`config.mk`:
```
export PLATFORM = sky130hd
export DESIGN_NAME = irq_ctrl_flat
export DESIGN_NICKNAME = d
export VERILOG_FILES = /design/src/rtl/irq_ctrl_if.sv /design/src/rtl/irq_ctrl.sv /design/src/flat_wrapper.sv
export SDC_FILE = /design/constraint.sdc
export NUM_CORES = 1
export LEC_CHECK = 0
export ABC_AREA = 1
export BUFFER_PORTS_ARGS = -buffer_cell sky130_fd_sc_hd__buf_2
export CORE_MARGIN = 3
export CORE_UTILIZATION = 52
export CTS_CLUSTER_SIZE = 28
export DETAILED_ROUTE_END_ITERATION = 8
export GPL_TIMING_DRIVEN = 0
export PLACE_DENSITY_LB_ADDON = 0.3
export SYNTH_ARGS = -nofsm -noshare
export SYNTH_HDL_FRONTEND = slang
export SYNTH_SLANG_ARGS = --single-unit
export TNS_END_PERCENT = 1
```
`constraint.sdc`:
```
create_clock -name clk -period 2.7 [get_ports clk]
set_input_delay 0.135 -clock clk [delete_from_list [all_inputs] [get_ports clk]]
set_output_delay 0.135 -clock clk [all_outputs]
set_load 0.005 [all_outputs]
```
`src/rtl/irq_ctrl_if.sv`:
```
// Bus bundle between the SoC interrupt sources / core and irq_ctrl.
// master drives lines, mask writes and core handshakes; slave is the controller.
interface irq_ctrl_if #(
    parameter int N_IRQ = 4,
    parameter int ID_W  = (N_IRQ > 1) ? $clog2(N_IRQ) : 1
) ();
    logic [N_IRQ-1:0] irq_i;
    logic             mask_we;
    logic [N_IRQ-1:0] mask_wd;
    logic             irq_ack;
    logic             ERet;
    logic             ExtIRQ;
    logic [ID_W-1:0]  irq_id;
    logic             in_service;
    logic [N_IRQ-1:0] pending;

    modport master (
        output irq_i, mask_we, mask_wd, irq_ack, ERet,
        input  ExtIRQ, irq_id, in_service, pending
    );

    modport slave (
        input  irq_i, mask_we, mask_wd, irq_ack, ERet,
        output ExtIRQ, irq_id, in_service, pending
    );
endinterface

```
`src/rtl/irq_ctrl.sv`:
```
// Multi-line external interrupt controller: edge capture, mask, fixed priority, request/service handshake.
// Define IRQ_SYNC_EN to insert a 2-flop synchroniser on every irq_i bit.
module irq_ctrl #(
    parameter int N_IRQ = 4,
    parameter int ID_W  = (N_IRQ > 1) ? $clog2(N_IRQ) : 1
) (
    input logic     clk,
    input logic     reset,
    irq_ctrl_if.slave bus
);
    typedef enum logic [1:0] {
        IDLE    = 2'd0,
        REQ     = 2'd1,
        SERVICE = 2'd2
    } state_t;

    localparam logic [N_IRQ-1:0] ZERO_V = {N_IRQ{1'b0}};

    logic [N_IRQ-1:0] line_s;
    logic [N_IRQ-1:0] rise_s;
    logic [N_IRQ-1:0] sel_s;
    logic [N_IRQ-1:0] clr_s;
    logic [N_IRQ-1:0] edge_r;
    logic [N_IRQ-1:0] pending_r;
    logic [N_IRQ-1:0] mask_r;
    state_t           state_r;
    logic             ext_irq_r;
    logic             in_service_r;
    logic [ID_W-1:0]  irq_id_r;

    // Lowest set index wins; returns 0 for an empty vector.
    function automatic logic [ID_W-1:0] lowest_idx(input logic [N_IRQ-1:0] v);
        logic [ID_W-1:0] idx;
        idx = {ID_W{1'b0}};
        for (int i = N_IRQ - 1; i >= 0; i--) begin
            idx = v[i] ? ID_W'(i) : idx;
        end
        return idx;
    endfunction

`ifdef IRQ_SYNC_EN
    logic [N_IRQ-1:0] sync1_r;
    logic [N_IRQ-1:0] sync2_r;

    // Two-flop synchroniser for asynchronous interrupt sources
    always_ff @(posedge clk or negedge reset) begin
        if (!reset) begin
            sync1_r <= ZERO_V;
            sync2_r <= ZERO_V;
        end else begin
            sync1_r <= bus.irq_i;
            sync2_r <= sync1_r;
        end
    end

    assign line_s = sync2_r;
`else
    assign line_s = bus.irq_i;
`endif

    // Rising-edge detect, selection and acknowledge clear mask
    always_comb begin
        rise_s = line_s & ~edge_r;
        sel_s  = pending_r & mask_r;
        clr_s  = ZERO_V;
        if ((state_r == REQ) && bus.irq_ack) begin
            clr_s = N_IRQ'(1'b1) << irq_id_r;
        end else begin
            clr_s = ZERO_V;
        end
    end

    // Edge-detect history, pending bits (a new edge beats the ack clear) and mask
    always_ff @(posedge clk or negedge reset) begin
        if (!reset) begin
            edge_r    <= ZERO_V;
            pending_r <= ZERO_V;
            mask_r    <= ZERO_V;
        end else begin
            edge_r    <= line_s;
            pending_r <= (pending_r & ~clr_s) | rise_s;
            if (bus.mask_we) begin
                mask_r <= bus.mask_wd;
            end else begin
                mask_r <= mask_r;
            end
        end
    end

    // Request/service handshake; a raised request is held until acknowledged
    always_ff @(posedge clk or negedge reset) begin
        if (!reset) begin
            state_r      <= IDLE;
            ext_irq_r    <= 1'b0;
            in_service_r <= 1'b0;
            irq_id_r     <= {ID_W{1'b0}};
        end else begin
            case (state_r)
                IDLE: begin
                    if (sel_s != ZERO_V) begin
                        state_r   <= REQ;
                        ext_irq_r <= 1'b1;
                        irq_id_r  <= lowest_idx(sel_s);
                    end else begin
                        state_r   <= IDLE;
                        ext_irq_r <= 1'b0;
                    end
                    in_service_r <= 1'b0;
                end
                REQ: begin
                    if (bus.irq_ack) begin
                        state_r      <= SERVICE;
                        ext_irq_r    <= 1'b0;
                        in_service_r <= 1'b1;
                    end else begin
                        state_r      <= REQ;
                        ext_irq_r    <= 1'b1;
                        in_service_r <= 1'b0;
                    end
                end
                SERVICE: begin
                    // No direct SERVICE->REQ: one IDLE cycle always separates handlers
                    if (bus.ERet) begin
                        state_r      <= IDLE;
                        in_service_r <= 1'b0;
                    end else begin
                        state_r      <= SERVICE;
                        in_service_r <= 1'b1;
                    end
                    ext_irq_r <= 1'b0;
                end
                default: begin
                    state_r      <= IDLE;
                    ext_irq_r    <= 1'b0;
                    in_service_r <= 1'b0;
                    irq_id_r     <= {ID_W{1'b0}};
                end
            endcase
        end
    end

    assign bus.ExtIRQ     = ext_irq_r;
    assign bus.irq_id     = irq_id_r;
    assign bus.in_service = in_service_r;
    assign bus.pending    = pending_r;

endmodule

```
`src/flat_wrapper.sv`:
```
// flat-port wrapper written by rule: the top's interface ports become plain ports
module irq_ctrl_flat 
#(
    parameter int N_IRQ = 4,
    parameter int ID_W  = (N_IRQ > 1) ? $clog2(N_IRQ) : 1
)
  (clk, reset, bus_irq_i, bus_mask_we, bus_mask_wd, bus_irq_ack, bus_ERet, bus_ExtIRQ, bus_irq_id, bus_in_service, bus_pending);
  irq_ctrl_if #(.N_IRQ(N_IRQ), .ID_W(ID_W)) bus_i ();
  input logic clk;
  input logic reset;
  input wire logic [$bits(bus_i.irq_i)-1:0] bus_irq_i;
  input wire logic [$bits(bus_i.mask_we)-1:0] bus_mask_we;
  input wire logic [$bits(bus_i.mask_wd)-1:0] bus_mask_wd;
  input wire logic [$bits(bus_i.irq_ack)-1:0] bus_irq_ack;
  input wire logic [$bits(bus_i.ERet)-1:0] bus_ERet;
  output wire logic [$bits(bus_i.ExtIRQ)-1:0] bus_ExtIRQ;
  output wire logic [$bits(bus_i.irq_id)-1:0] bus_irq_id;
  output wire logic [$bits(bus_i.in_service)-1:0] bus_in_service;
  output wire logic [$bits(bus_i.pending)-1:0] bus_pending;
  assign bus_i.irq_i = bus_irq_i;
  assign bus_i.mask_we = bus_mask_we;
  assign bus_i.mask_wd = bus_mask_wd;
  assign bus_i.irq_ack = bus_irq_ack;
  assign bus_i.ERet = bus_ERet;
  assign bus_ExtIRQ = bus_i.ExtIRQ;
  assign bus_irq_id = bus_i.irq_id;
  assign bus_in_service = bus_i.in_service;
  assign bus_pending = bus_i.pending;
  irq_ctrl #(.N_IRQ(N_IRQ), .ID_W(ID_W)) u_core (.clk(clk), .reset(reset), .bus(bus_i));
endmodule
```
==> results.json, run 1 <==
{
  "synth-simple-area-share": 0.1187,
  "min_path_type": "input pin to register",
  "maxSlewViolCount": 0,
  "slew_headroom": 0.7429,
  "antenna_found_initial": 0,
  "clkLatencyLatePin_ns": 0.29,
  "grt_pass1_vias": 574,
  "drc": 0,
  "synth_nets": 91,
  "grt_max_degree": 19,
  "gp_congestion": 0.7422,
  "num_vias": 559,
  "final_cell_mix": "buf_2 (20), dfrtp_1 (18), nand2_1 (16)",
  "busiest_layer": "met2",
  "max-vdd-ir-drop_mv": 0.5615,
  "wire_per_inst_um": 11.50,
  "placementRows": 13,
  "path_clk_slew_ns": 0.10,
  "ys_ff_latch": 18,
  "drive_above_1_share": 0.2647,
  "fin_nets": 121,
  "rsz0062_at_grt": "no",
  "synth_xor_area_frac": 0,
  "p_leak_nw": 0.5071,
  "routed_wl_um": 1345,
  "hold_slack_ns": 0.07163,
  "p_per_area_mw_per_mm2": 847.3,
  "ys_seq_area_frac": 0.6020,
  "endpoint_kind": "register",
  "critical_path.most_common_cell": "o21ai_1",
  "drt-pass1-iter-count": 2,
  "yosys.cell_types.count": 11,
  "tightestPinTransition_ns": 0.3856,
  "start_util": 0.5679,
  "grt_overflow_total": 0,
  "synth_mux_area_frac": 0.06020,
  "finalSetupViolCount": 0,
  "crit_fanout": 3,
  "drtIter0Drc": 1,
  "min_period_ns": 1.261,
  "synth_compound_area_frac": 0.08696,
  "setup_slack_ns": 1.439,
  "cap_violations": 0,
  "required_ns": 2.88,
  "worstPathArrival_ns": 1.44,
  "ant_nets": 0,
  "grt_usage": 0.1672,
  "cts-root-buf": "clkbuf_4",
  "grt_util_met3": 0.05394,
  "final_common_cell": "buf_2",
  "dieArea_mm2": 0.001930,
  "met2_usage": 0.2965,
  "syn_to_final_growth_pct": 25.59,
  "fin_setup_tns_ns": 0,
  "grt_pass1_wl_um": 2270,
  "max_stage_delay_ns": 0.41,
  "synth_area_leaders": "dfrtp_1 (60%), nand2_1 (8.0%), ha_1 (6.7%), inv_1 (6.5%), mux2_2 (6.0%)",
  "r2r_cells": 6,
  "synth_top_area_frac": 0.6020,
  "clock-sinks": 18,
  "place_area_um2": 867.1,
  "diodes": 0,
  "syn_area_per_cell_um2": 10.11,
  "crit_chain": "inv_1, ha_1, nand2_1, or2_1, o21ai_1, o21ai_1",
  "h-tree-depth": 1,
  "timing.fmax_mhz": 793.2,
  "hold_viol": 0,
  "core_mm2": 0.001318,
  "pre_cts_slack_ns": 1.452,
  "syn_inst": 74,
  "die_w_um": 43.93,
  "netlist_area_um2": 748.2,
  "slowest_stage": "dfrtp_1",
  "fin_skew_ns": 0.006531,
  "cp.depth": 6,
  "worstSetupPathType": "register to register",
  "dpl.hpwl_um": 992.2,
  "yosys.area.top_type": "dfrtp_1",
  "final.period_utilization": 0.4669,
  "met1_usage": 0.1791,
  "critPathLaunchType": "register",
  "die-height_um": 43.93,
  "port-buffer-count": 20,
  "path_buf_inv": 1,
  "power_mw": 0.7962,
  "numCtsBuffers": 3,
  "crit_family": "flip-flops",
  "synth_top_family_by_area": "simple AND/OR/NAND/NOR gates",
  "cts_buffer_depth": 2,
  "holdPathStages": 2,
  "status": "finished clean",
  "synth_adder_area_share": 0.06689,
  "yosysWarnings": 0,
  "vias_per_cell": 4.778,
  "tritoncts": "yes",
  "fin_area_um2": 939.7,
  "pin_count": 21
}
-- flip-flops by register name, indices dropped and copies added (netlist names) --
register,count
u_core.bus.ExtIRQ,1
u_core.bus.pending,4
u_core.mask_r,4
u_core.edge_r,4
u_core.state_r,2
u_core.bus.in_service,1
u_core.bus.irq_id,2
-- cell type report --
class,count,area [um^2]
Tap cell,15,18.77
Timing Repair Buffer,25,150.1
Sequential cell,18,450.4
Clock buffer,3,22.52
Multi-Input combinational cell,43,249.0
Inverter,13,48.80
Fill cell,106,377.9
-- worst paths after layout --
kind,to,start,slack (ns)
max,u_core.bus.pending[1]$_DFF_PN0_,u_core.state_r[1]$_DFF_PN0_,1.44
min,u_core.mask_r[1]$_DFFE_PN0P_,bus_mask_wd[1],0.07
max reg2reg,u_core.bus.pending[1]$_DFF_PN0_,u_core.state_r[1]$_DFF_PN0_,1.44
min reg2reg,u_core.bus.pending[0]$_DFF_PN0_,u_core.edge_r[0]$_DFF_PN0_,0.41
max in group asynchronous,u_core.edge_r[0]$_DFF_PN0_,reset,2.13
min in group asynchronous,u_core.mask_r[0]$_DFFE_PN0P_,reset,0.29
-- synth_stat cells --
library cell  instances
a21oi_1               3
dfrtp_1              18
ha_1                  4
inv_1                13
mux2_2                4
nand2_1              16
nand3_1               3
nor2_1                2
o21ai_0               6
o21ai_1               4
or2_1                 1
-- worst reg2reg max path, stage by stage (launching register included) --
cell	delay [ns]
dfrtp_1	0.41
inv_1	0.08
ha_1	0.16
nand2_1	0.08
or2_1	0.23
o21ai_1	0.12
o21ai_1	0.08
-- metal layers --
| metal | up-vias | part of all wire |
|---|---|---|
| met5 | - | 0 |
| met4 | 0 | 0.015 |
| met3 | 4 | 0.059 |
| met2 | 17 | 0.48 |
| met1 | 250 | 0.44 |
| li1 | 288 | - |
-- repair_timing --
action	4_1_cts	5_1_grt
resized for setup	0	0
buffers inserted	0	0
endpoints found under the hold margin	22	0
hold buffers	5	0
-- cells by family (layout without fill, tap and decap cells) --
family | after synthesis | after routing
flops | 18 | 18
simple gates | 22 | 22
buf+inv | 13 | 41
compound gates | 13 | 13
mux | 4 | 4
fa+ha+maj | 4 | 4
-- where the power goes --
group	leakage [nW]	switching (mW)	total (mW)	internal (mW)
logic	0.286	0.160	0.282	0.122
clock network	0.0138	0.0783	0.130	0.0519
registers	0.207	0.0455	0.384	0.338
total	0.507	0.284	0.796	0.512
-- metrics by stage --
step,std cells,util
detailed placement,109,0.6581
floorplan,74,-
global route,117,0.7132
global placement,109,0.6581
CTS,117,0.7132
finish,117,0.7132
(Power assumes the default switching activity.)
==> inputs of run 2 (changes only) <==
--- a/config.mk
+++ b/config.mk
@@ -8,7 +8,7 @@
 export ABC_AREA = 1
 export BUFFER_PORTS_ARGS = -buffer_cell sky130_fd_sc_hd__buf_2
 export CORE_MARGIN = 3
-export CORE_UTILIZATION = 52
+export CORE_UTILIZATION = 44
 export CTS_CLUSTER_SIZE = 28
 export DETAILED_ROUTE_END_ITERATION = 8
 export GPL_TIMING_DRIVEN = 0
==> constraint.sdc (replaced) <==
create_clock -name clk -period 1.1 [get_ports clk]
set_input_delay 0.055 -clock clk [delete_from_list [all_inputs] [get_ports clk]]
set_output_delay 0.055 -clock clk [all_outputs]
set_load 0.005 [all_outputs]
==> run 2 against run 1 <==
Effect of this change: the run now ends with setup timing left; first-iteration DRC count grew to 3.0 times the previous value; combinational power grew to 3.9 times the previous value; clock-buffer cell count rose by 1; total power increased to 3.1 times the previous value; critical path depth increased by 1; routed wire length grew 13%; final cell count is 7.7% higher; critical path type unchanged; critical endpoint is now u_core.bus.irq_id[1]$_DFFE_PN0P_.
==> results.json, run 2 (synthesis results as in run 1) <==
{
  "worstPathArrival_ns": 1.42,
  "clock-sinks": 18,
  "port-buffer-count": 20,
  "wire_per_inst_um": 12.06,
  "grt_overflow_total": 0,
  "p_leak_nw": 0.5508,
  "required_ns": 1.31,
  "grt_pass1_wl_um": 2442,
  "grt_pass1_vias": 619,
  "num_vias": 605,
  "die_w_um": 47.24,
  "crit_fanout": 3,
  "min_path_type": "input pin to register",
  "final_cell_mix": "buf_2 (20), dfrtp_1 (18), nand2_1 (12)",
  "h-tree-depth": 1,
  "die-height_um": 47.24,
  "timing.fmax_mhz": 821.9,
  "p_sw_mw": 0.9271,
  "final_common_cell": "buf_2",
  "p_per_area_mw_per_mm2": 2325,
  "max-vdd-ir-drop_mv": 1.323,
  "cts-root-buf": "clkbuf_4",
  "endpoint_kind": "register",
  "routed_wl_um": 1519,
  "tightestPinTransition_ns": 0.3983,
  "place_area_um2": 868.3,
  "placementRows": 14,
  "r2r_cells": 7,
  "grt_usage": 0.1637,
  "p_seq_frac": 0.385,
  "final_cells": 126,
  "drt-pass1-iter-count": 4,
  "grt_max_degree": 19,
  "drc": 0,
  "diodes": 0,
  "min_period_ns": 1.217,
  "worstSetupPathType": "register to register",
  "fin_nets": 128,
  "antenna_found_initial": 0,
  "start_util": 0.4799,
  "numCtsBuffers": 3,
  "holdPathStages": 4,
  "violations": "setup timing",
  "tritoncts": "yes",
  "syn_to_final_growth_pct": 43.14,
  "power_mw": 2.490,
  "maxSlewViolCount": 0,
  "critPathLaunchType": "register",
  "drive_above_1_share": 0.3909,
  "swShare": 0.3722,
  "dieArea_mm2": 0.002231,
  "setup_slack_ns": -0.1167,
  "hold_viol": 0,
  "power.internal_mw": 1.563,
  "slew_headroom": 0.7345,
  "cap_violations": 0,
  "fin_setup_tns_ns": -0.5014,
  "utilization": 0.6870,
  "drtIter0Drc": 3,
  "status": "finished, violations left",
  "final.period_utilization": 1.106,
  "rsz0062_at_grt": "yes",
  "dp_cells": 110,
  "fin_area_mm2": 0.001071,
  "vias_per_cell": 4.802,
  "cts_buffer_depth": 2,
  "combPwrFrac": 0.446,
  "fin_skew_ns": 0.003228,
  "finalSetupViolCount": 6,
  "ant_nets": 0,
  "gp_congestion": 0.7007,
  "core_mm2": 0.001559,
  "dpl.hpwl_um": 1026,
  "pin_count": 21,
  "power.share.clock": 0.169,
  "path_clk_slew_ns": 0.11,
  "clkLatencyLatePin_ns": 0.30
}
run 2: cell count changes in the layout (fill, tap and decap cells not counted), moves of 3 or more:
cell,delta
inv_2,+3
nand2_1,-4
inv_1,-4
o21ai_1,+5
dlygate4sd3_1,+4
nand2_2,+3
o21ai_0,-6
run 2: power by group through the flow:
stage	clock, mW	sequential, mW	combinational [mW]
global route	0.455	0.979	1.24
global placement	0	0.949	0.676
detailed placement	0	0.961	0.702
CTS	0.415	0.950	0.966
finish	0.422	0.958	1.11
floorplan	0	0.948	0.450
run 2: metal layers:
metal | vias to the layer above | track usage | wire [um]
li1 | 307 | - | -
met1 | 277 | 0.1831 | 663
met2 | 17 | 0.2888 | 762
met3 | 4 | 0.04598 | 61
met4 | 0 | 0.06630 | 32
met5 | - | 0 | 0
run 2: repair_timing:
item / 4_1_cts / 5_1_grt
gates resized for setup: 13 / 9
hold buffers: 9 / 0
setup buffers: 3 / 0
endpoints found under the hold margin: 28 / 0
endpoints found under the setup margin: 8 / 10
pin swaps: 4 / 4
run 2: stage by stage:
| stage | worst slack (ns) | hold slack, ns |
|---|---|---|
| CTS | -0.1413 | 0.03401 |
| floorplan | -0.04813 | -0.2406 |
| global route | -0.1692 | 0.04322 |
| global placement | -0.1332 | -0.003488 |
| finish | -0.1167 | 0.02990 |
| detailed placement | -0.1694 | 0.004979 |
run 2: path summary, 6_finish.rpt:
check                                                        end  slack, ns                   startpoint
worst max-delay path            u_core.bus.irq_id[1]$_DFFE_PN0P_      -0.12  u_core.state_r[0]$_DFF_PN0_
worst min-delay path                 u_core.bus.ExtIRQ$_DFF_PN0_       0.03                  bus_irq_ack
worst max register to register  u_core.bus.irq_id[1]$_DFFE_PN0P_      -0.12  u_core.state_r[0]$_DFF_PN0_
worst min register to register   u_core.bus.pending[0]$_DFF_PN0_       0.42   u_core.edge_r[0]$_DFF_PN0_
max in group asynchronous        u_core.bus.pending[3]$_DFF_PN0_       0.62                        reset
min in group asynchronous           u_core.mask_r[1]$_DFFE_PN0P_       0.19                        reset
run 2: layout make-up:
| cell class | instances | area [um^2] |
|---|---|---|
| multi-input cells | 43 | 296.5 |
| flip-flops and latches | 18 | 450.4 |
| well taps | 16 | 20.02 |
| fillers | 122 | 488.0 |
| clock buffers | 4 | 36.28 |
| inverters | 13 | 51.30 |
| repair buffers | 32 | 216.5 |
run 2: critical path, stage by stage, from the launching register on:
cell     delay, ns
dfrtp_1       0.45
inv_2         0.09
ha_4          0.28
inv_4         0.04
nand2_4       0.06
inv_2         0.03
o21ai_2       0.12
inv_1         0.05
